**config.mk**
```make
export PLATFORM = sky130hd
export DESIGN_NAME = mss_uart_rx_fifo
export DESIGN_NICKNAME = d
export VERILOG_FILES = /design/src/rtl/mss_uart_rx_fifo.sv
export SDC_FILE = /design/constraint.sdc
export NUM_CORES = 1
export LEC_CHECK = 0
export CORE_ASPECT_RATIO = 1.5
export CORE_UTILIZATION = 25
export DETAILED_ROUTE_END_ITERATION = 8
export HOLD_SLACK_MARGIN = 0.12
export PLACE_DENSITY = 0.42
export SETUP_SLACK_MARGIN = 0.2
export SYNTH_ARGS = -nofsm -noshare
export SYNTH_HDL_FRONTEND = slang
export SYNTH_SLANG_ARGS = --single-unit
```
**constraint.sdc**
```tcl
create_clock -name FAB_CLK -period 2.7 [get_ports FAB_CLK]
set_clock_uncertainty 0.05 [all_clocks]
set_input_delay 0.27 -clock FAB_CLK [delete_from_list [all_inputs] [get_ports FAB_CLK]]
set_output_delay 0.27 -clock FAB_CLK [all_outputs]
set_load 0.03 [all_outputs]
```
**src/rtl/mss_uart_rx_fifo.sv**
```systemverilog
// UART receiver for an MSS TXD line: 2-flop synchronizer, mid-bit sampling FSM,
// optional parity, and a small first-word-fall-through FIFO with valid/ready output.
module mss_uart_rx_fifo #(
    parameter int CLKS_PER_BIT = 347,
    parameter int PARITY_EN    = 0,
    parameter int PARITY_ODD   = 0,
    parameter int FIFO_DEPTH   = 8
) (
    input  logic                        FAB_CLK,
    input  logic                        MSS_RESET_N,
    input  logic                        RXD,
    output logic [7:0]                  RX_DATA,
    output logic                        RX_VALID,
    input  logic                        RX_READY,
    output logic [$clog2(FIFO_DEPTH):0] FIFO_COUNT,
    output logic                        FRAME_ERR,
    output logic                        PARITY_ERR,
    output logic                        OVERRUN
);

    localparam int CNT_W = $clog2(CLKS_PER_BIT);
    localparam int PTR_W = $clog2(FIFO_DEPTH);

    localparam logic [CNT_W-1:0] CNT_ONE    = CNT_W'(1);
    localparam logic [CNT_W-1:0] CNT_HALF   = CNT_W'(CLKS_PER_BIT / 2 - 1);
    localparam logic [CNT_W-1:0] CNT_FULL   = CNT_W'(CLKS_PER_BIT - 1);
    localparam logic [PTR_W-1:0] PTR_ONE    = PTR_W'(1);
    localparam logic [PTR_W:0]   COUNT_ONE  = (PTR_W + 1)'(1);
    localparam logic [PTR_W:0]   COUNT_FULL = (PTR_W + 1)'(FIFO_DEPTH);
    localparam logic             PAR_ON     = (PARITY_EN != 0);
    localparam logic             PAR_ODD    = (PARITY_ODD != 0);

    typedef enum logic [2:0] {
        S_IDLE,
        S_START,
        S_DATA,
        S_PARITY,
        S_STOP,
        S_BREAK
    } state_t;

    // ------------------------------------------------------------------
    // RXD synchronizer (idles high, so it resets high)
    // ------------------------------------------------------------------
    logic sync1_reg;
    logic rxd_s;

    always_ff @(posedge FAB_CLK or negedge MSS_RESET_N) begin
        if (!MSS_RESET_N) begin
            sync1_reg <= 1'b1;
            rxd_s     <= 1'b1;
        end else begin
            sync1_reg <= RXD;
            rxd_s     <= sync1_reg;
        end
    end

    // ------------------------------------------------------------------
    // Receive FSM
    // ------------------------------------------------------------------
    state_t           state_reg, state_next;
    logic [CNT_W-1:0] cnt_reg, cnt_next;
    logic [2:0]       bit_reg, bit_next;
    logic [7:0]       shift_reg, shift_next;
    logic             perr_reg, perr_next;
    logic             frame_err_reg, frame_err_next;
    logic             parity_err_reg, parity_err_next;
    logic             push_req;

    always_ff @(posedge FAB_CLK or negedge MSS_RESET_N) begin
        if (!MSS_RESET_N) begin
            state_reg      <= S_IDLE;
            cnt_reg        <= '0;
            bit_reg        <= '0;
            shift_reg      <= '0;
            perr_reg       <= 1'b0;
            frame_err_reg  <= 1'b0;
            parity_err_reg <= 1'b0;
        end else begin
            state_reg      <= state_next;
            cnt_reg        <= cnt_next;
            bit_reg        <= bit_next;
            shift_reg      <= shift_next;
            perr_reg       <= perr_next;
            frame_err_reg  <= frame_err_next;
            parity_err_reg <= parity_err_next;
        end
    end

    always_comb begin
        state_next      = state_reg;
        cnt_next        = cnt_reg + CNT_ONE;
        bit_next        = bit_reg;
        shift_next      = shift_reg;
        perr_next       = perr_reg;
        push_req        = 1'b0;
        frame_err_next  = 1'b0;
        parity_err_next = 1'b0;

        case (state_reg)
            S_IDLE: begin
                cnt_next = '0;
                if (!rxd_s) begin
                    state_next = S_START;
                    perr_next  = 1'b0;
                end
            end

            // Re-check the line half a bit in to reject glitches
            S_START: begin
                if (cnt_reg == CNT_HALF) begin
                    cnt_next = '0;
                    if (rxd_s) begin
                        state_next = S_IDLE;
                    end else begin
                        state_next = S_DATA;
                        bit_next   = '0;
                    end
                end
            end

            S_DATA: begin
                if (cnt_reg == CNT_FULL) begin
                    cnt_next   = '0;
                    shift_next = {rxd_s, shift_reg[7:1]};
                    bit_next   = bit_reg + 3'd1;
                    if (bit_reg == 3'd7) begin
                        state_next = PAR_ON ? S_PARITY : S_STOP;
                    end
                end
            end

            S_PARITY: begin
                if (cnt_reg == CNT_FULL) begin
                    cnt_next   = '0;
                    perr_next  = ((^shift_reg) ^ rxd_s) != PAR_ODD;
                    state_next = S_STOP;
                end
            end

            // Stop is sampled mid-bit, so IDLE is back in time for a back-to-back start
            S_STOP: begin
                if (cnt_reg == CNT_FULL) begin
                    cnt_next = '0;
                    if (!rxd_s) begin
                        frame_err_next = 1'b1;
                        state_next     = S_BREAK;
                    end else if (perr_reg) begin
                        parity_err_next = 1'b1;
                        state_next      = S_IDLE;
                    end else begin
                        push_req   = 1'b1;
                        state_next = S_IDLE;
                    end
                end
            end

            S_BREAK: begin
                cnt_next = '0;
                if (rxd_s) begin
                    state_next = S_IDLE;
                end
            end

            default: begin
                cnt_next   = '0;
                state_next = S_IDLE;
            end
        endcase
    end

    // ------------------------------------------------------------------
    // First-word-fall-through FIFO
    // ------------------------------------------------------------------
    logic [7:0]       mem [FIFO_DEPTH];
    logic [PTR_W-1:0] wr_ptr_reg, wr_ptr_next;
    logic [PTR_W-1:0] rd_ptr_reg, rd_ptr_next;
    logic [PTR_W:0]   count_reg, count_next;
    logic [7:0]       rx_data_reg, rx_data_next;
    logic             rx_valid_reg, rx_valid_next;
    logic             overrun_reg, overrun_next;
    logic [7:0]       head_next;
    logic             pop;
    logic             full;
    logic             push_ok;

    assign pop          = rx_valid_reg && RX_READY;
    assign full         = (count_reg == COUNT_FULL);
    assign push_ok      = push_req && (!full || pop);
    assign overrun_next = push_req && full && !pop;
    assign wr_ptr_next  = push_ok ? wr_ptr_reg + PTR_ONE : wr_ptr_reg;
    assign rd_ptr_next  = pop ? rd_ptr_reg + PTR_ONE : rd_ptr_reg;

    always_comb begin
        count_next = count_reg;
        if (push_ok && !pop) begin
            count_next = count_reg + COUNT_ONE;
        end else if (!push_ok && pop) begin
            count_next = count_reg - COUNT_ONE;
        end
    end

    // New head is the incoming byte when it lands in the slot the read pointer moves to
    always_comb begin
        head_next     = mem[rd_ptr_next];
        if (push_ok && (wr_ptr_reg == rd_ptr_next)) begin
            head_next = shift_reg;
        end
        rx_valid_next = (count_next != '0);
        rx_data_next  = rx_valid_next ? head_next : rx_data_reg;
    end

    always_ff @(posedge FAB_CLK) begin
        if (push_ok) begin
            mem[wr_ptr_reg] <= shift_reg;
        end
    end

    always_ff @(posedge FAB_CLK or negedge MSS_RESET_N) begin
        if (!MSS_RESET_N) begin
            wr_ptr_reg   <= '0;
            rd_ptr_reg   <= '0;
            count_reg    <= '0;
            rx_data_reg  <= '0;
            rx_valid_reg <= 1'b0;
            overrun_reg  <= 1'b0;
        end else begin
            wr_ptr_reg   <= wr_ptr_next;
            rd_ptr_reg   <= rd_ptr_next;
            count_reg    <= count_next;
            rx_data_reg  <= rx_data_next;
            rx_valid_reg <= rx_valid_next;
            overrun_reg  <= overrun_next;
        end
    end

    assign RX_DATA    = rx_data_reg;
    assign RX_VALID   = rx_valid_reg;
    assign FIFO_COUNT = count_reg;
    assign FRAME_ERR  = frame_err_reg;
    assign PARITY_ERR = parity_err_reg;
    assign OVERRUN    = overrun_reg;

endmodule

```
==> flow_summary_export.csv <==
group,metric,value,unit
outcome,outcome,"finished, final reports clean",
sta,fin_ws,150.6,ps
clock_network,path_clk_slew,80,ps
final_layout,num-fill-cells,2121,
die,io_pins,20,
final_layout,drive_above_1_share,0.2505,
clock_network,insertion_delay,360,ps
global_route,globalRouteOverflowTotal,0,
synth,netlist_instances,431,
sta,hold_viol,0,
run,drv_cap,0,
critical_path,cp_common_cell,"buf_6",
synth,synthesis.area,5265,um^2
critical_path,endpoint_kind,"flip-flop",
synth,synth_common_cells,"64 x edfxtp_1, 51 x nand2_1, 46 x dfrtp_1",
sta,relSlewSlack,0.4591,
synth,yosys-top-cells-area,"edfxtp_1 37%, dfrtp_1 22%, mux2_4 4.0%",
final_layout,num-nets-final,516,
final_layout,area.growth.synth_to_final,27.16,%
final_layout,largest_reg_flops,64,
sta,drv_slew,0,
synth,ys_ff_latch,112,
die,die_h,179.7,um
sta,min_period,2549,ps
critical_path,cp-startpoint,"cnt_reg[0]$_DFF_PN0_",
final_layout,ff_latch_area,3128,um^2
clock_network,cts_buffer_depth,2,
drt,vias,3537,
synth,synth.net_count,445,
drt,antenna_left,0,
critical_path,r2r_start,"cnt_reg[0]$_DFF_PN0_",
clock_network,cts_max_level,3,
clock_network,cts_tree,"built",
drt,drt_pass1_iterations,4,
placed_design,gp_congestion,0.8023,
critical_path,required,2900,ps
die,fp.dieArea,21660,um^2
drt,route.detailed.drc,0,
synth,synthFlopType,"edfxtp_1",
worst_hold_path,hp-start,"RXD",
pwr,leakagePower,0.002838,uW
drt,wirelength,12740,um
worst_hold_path,min_path_type,"input port to flip-flop",
critical_path,cp_slowest_cell,"dfrtp_1",
synth,yosysWarnings,0,
critical_path,slowest_delay,390,ps
critical_path,worst-path-max-fanout,8,
final_layout,antenna_cells,0,
die,start_util,0.2568,
clock_network,cts_buffers,9,
critical_path,worstPathArrival,2750,ps
synth,yosysTopAreaCell,"edfxtp_1",
drt,avgViaCountPerCell,4.588,
synth,yosysMostFrequentCell,"edfxtp_1",
sta,tightest_slew,811.3,ps
sta,rsz0062_at_grt,"yes",
clock_network,clkSinkCount,112,
global_route,antenna_found_initial,0,
global_route,grt_pass1_vias,3700,
critical_path,startpoint_type,"flip-flop",
sta,period_share,0.9442,
final_layout,final_core_util,0.3266,
global_route,grt.total_usage,0.1251,
synth,ys_seq_area_frac,0.5936,
critical_path,crit_chain,"inv_2 > ha_4 > nand4b_4 > buf_6 > nor4_4 > buf_6 > nor3_4 > or3_4 > a211o_1 > buf_12 > mux2_4",
sta,finalSetupViolCount,0,
placed_design,dpl_worst_slack,-58.04,ps
placed_design,dpl.hpwl,9025,um
pwr,power.density,891.0,nW/um^2
placed_design,port_buffers,19,
pwr,ir_drop,0.2790,mV
global_route,grt_pass1_wl,20620,um
die,rows,64,
die,core_area,20500,um^2
clock_network,cts-root-buf,"clkbuf_16",
synth,synth_cell_types,58,
drt,drt-initial-drc-count,130,
synth,yosysTopAreaCellShare,0.3650,
synth,avgSynthCellArea,12.22,um^2
global_route,grt_max_degree,35,
final_layout,multiInputGateArea,2206,um^2
synth,synth_edf_count,64,
drt,wl_per_cell,16.52,um
sta,fmax,392.2,MHz
synth,synth-async-reset-ratio,0.4286,
die,die_width,120.5,um
critical_path,path_class,"flip-flop to flip-flop",
## kinds of logic (layout without fill, tap and decap cells)
kind of cell    Yosys count  after routing  synth area share
simple gates            160            160            0.1604
flops                   112            112            0.5936
compound gates           67             67           0.09221
buf+inv                  34            110           0.02733
mux                      26             26           0.06345
xor+xnor                 22             22           0.03921
fa+ha+maj                10             10           0.02376
## cells in the final DEF, fill, tap and decap left out, drive strengths merged, types with 17 or more instances in the layout
cell,n
nand2,52
dfrtp,46
edfxtp,64
buf,64
and3,22
clkdlybuf4s50,18
mux2,17
a211oi,22
nor2,27
## critical path: cells and delay by family, from the launching register on
family	cells	cell delay, ps
buffers and inverters	4	560
AND/OR/NAND/NOR	4	670
flip-flops	1	390
AO/OA/AOI/OAI	1	330
adder cells (fa/ha/maj)	1	130
multiplexers	1	290
## where the power goes
part / total [uW] / internal [uW] / switching, uW / leakage (uW)
logic: 2590 / 1330 / 1270 / 0.00135
registers: 2090 / 1920 / 167 / 0.00136
clock network: 1280 / 635 / 648 / 0.000131
total: 5970 / 3880 / 2080 / 0.00284
## routing by layer
metal  up-vias  share of wire  global-route usage  wire, um
met3        15          0.020             0.01999       261
met4         0          0.028             0.06519       363
met1      1764           0.41              0.1381      5182
li1       1718              -                   -         -
met5         -              0                   0         0
met2        40           0.54              0.2269      6929
## area by class of cell
class	instances	share of cell area
clock inverter	7	0.007662
sequential	112	0.4672
tap	264	0.04934
multi-input combinational	285	0.3295
inverter	11	0.006167
clock buffer	9	0.03364
timing repair buffer	83	0.1065
## path summary, 6_finish.rpt
kind,to,slack [ps],depth (start not counted)
hold / removal,sync1_reg$_DFF_PN1_,270,1
max in group asynchronous,RX_VALID$_DFF_PN0_,1340,3
min in group asynchronous,cnt_reg[2]$_DFF_PN0_,470,2
setup reg to reg,RX_DATA[1]$_DFFE_PN0P_,150,11
setup / recovery,RX_DATA[1]$_DFFE_PN0P_,150,11
hold reg to reg,rxd_s$_DFF_PN1_,310,0
## per-stage QoR
stage          instance area (um^2)  total power [uW]  hold slack [ps]  cells  TNS, ps
6_report                       6695              5965            266.9    771        0
5_1_grt                        6695              6303            256.9    771        0
4_1_cts                        6551              5900            249.3    767        0
3_5_place_dp                   6173              4525            299.3    746   -283.1
3_3_place_gp                   6173              4505            298.5    746   -100.0
2_1_floorplan                  5325              3530           -75.59    431        0
## repair_timing
| action | CTS | global route |
|---|---|---|
| setup endpoints to repair | 12 | 40 |
| hold endpoints to repair | 31 | 0 |
| pin swaps | 5 | 5 |
| buffers inserted | 4 | 4 |
| gates resized for setup | 12 | 20 |
| hold buffers | 1 | 0 |
Note: power is estimated with default switching activity, not from simulation.
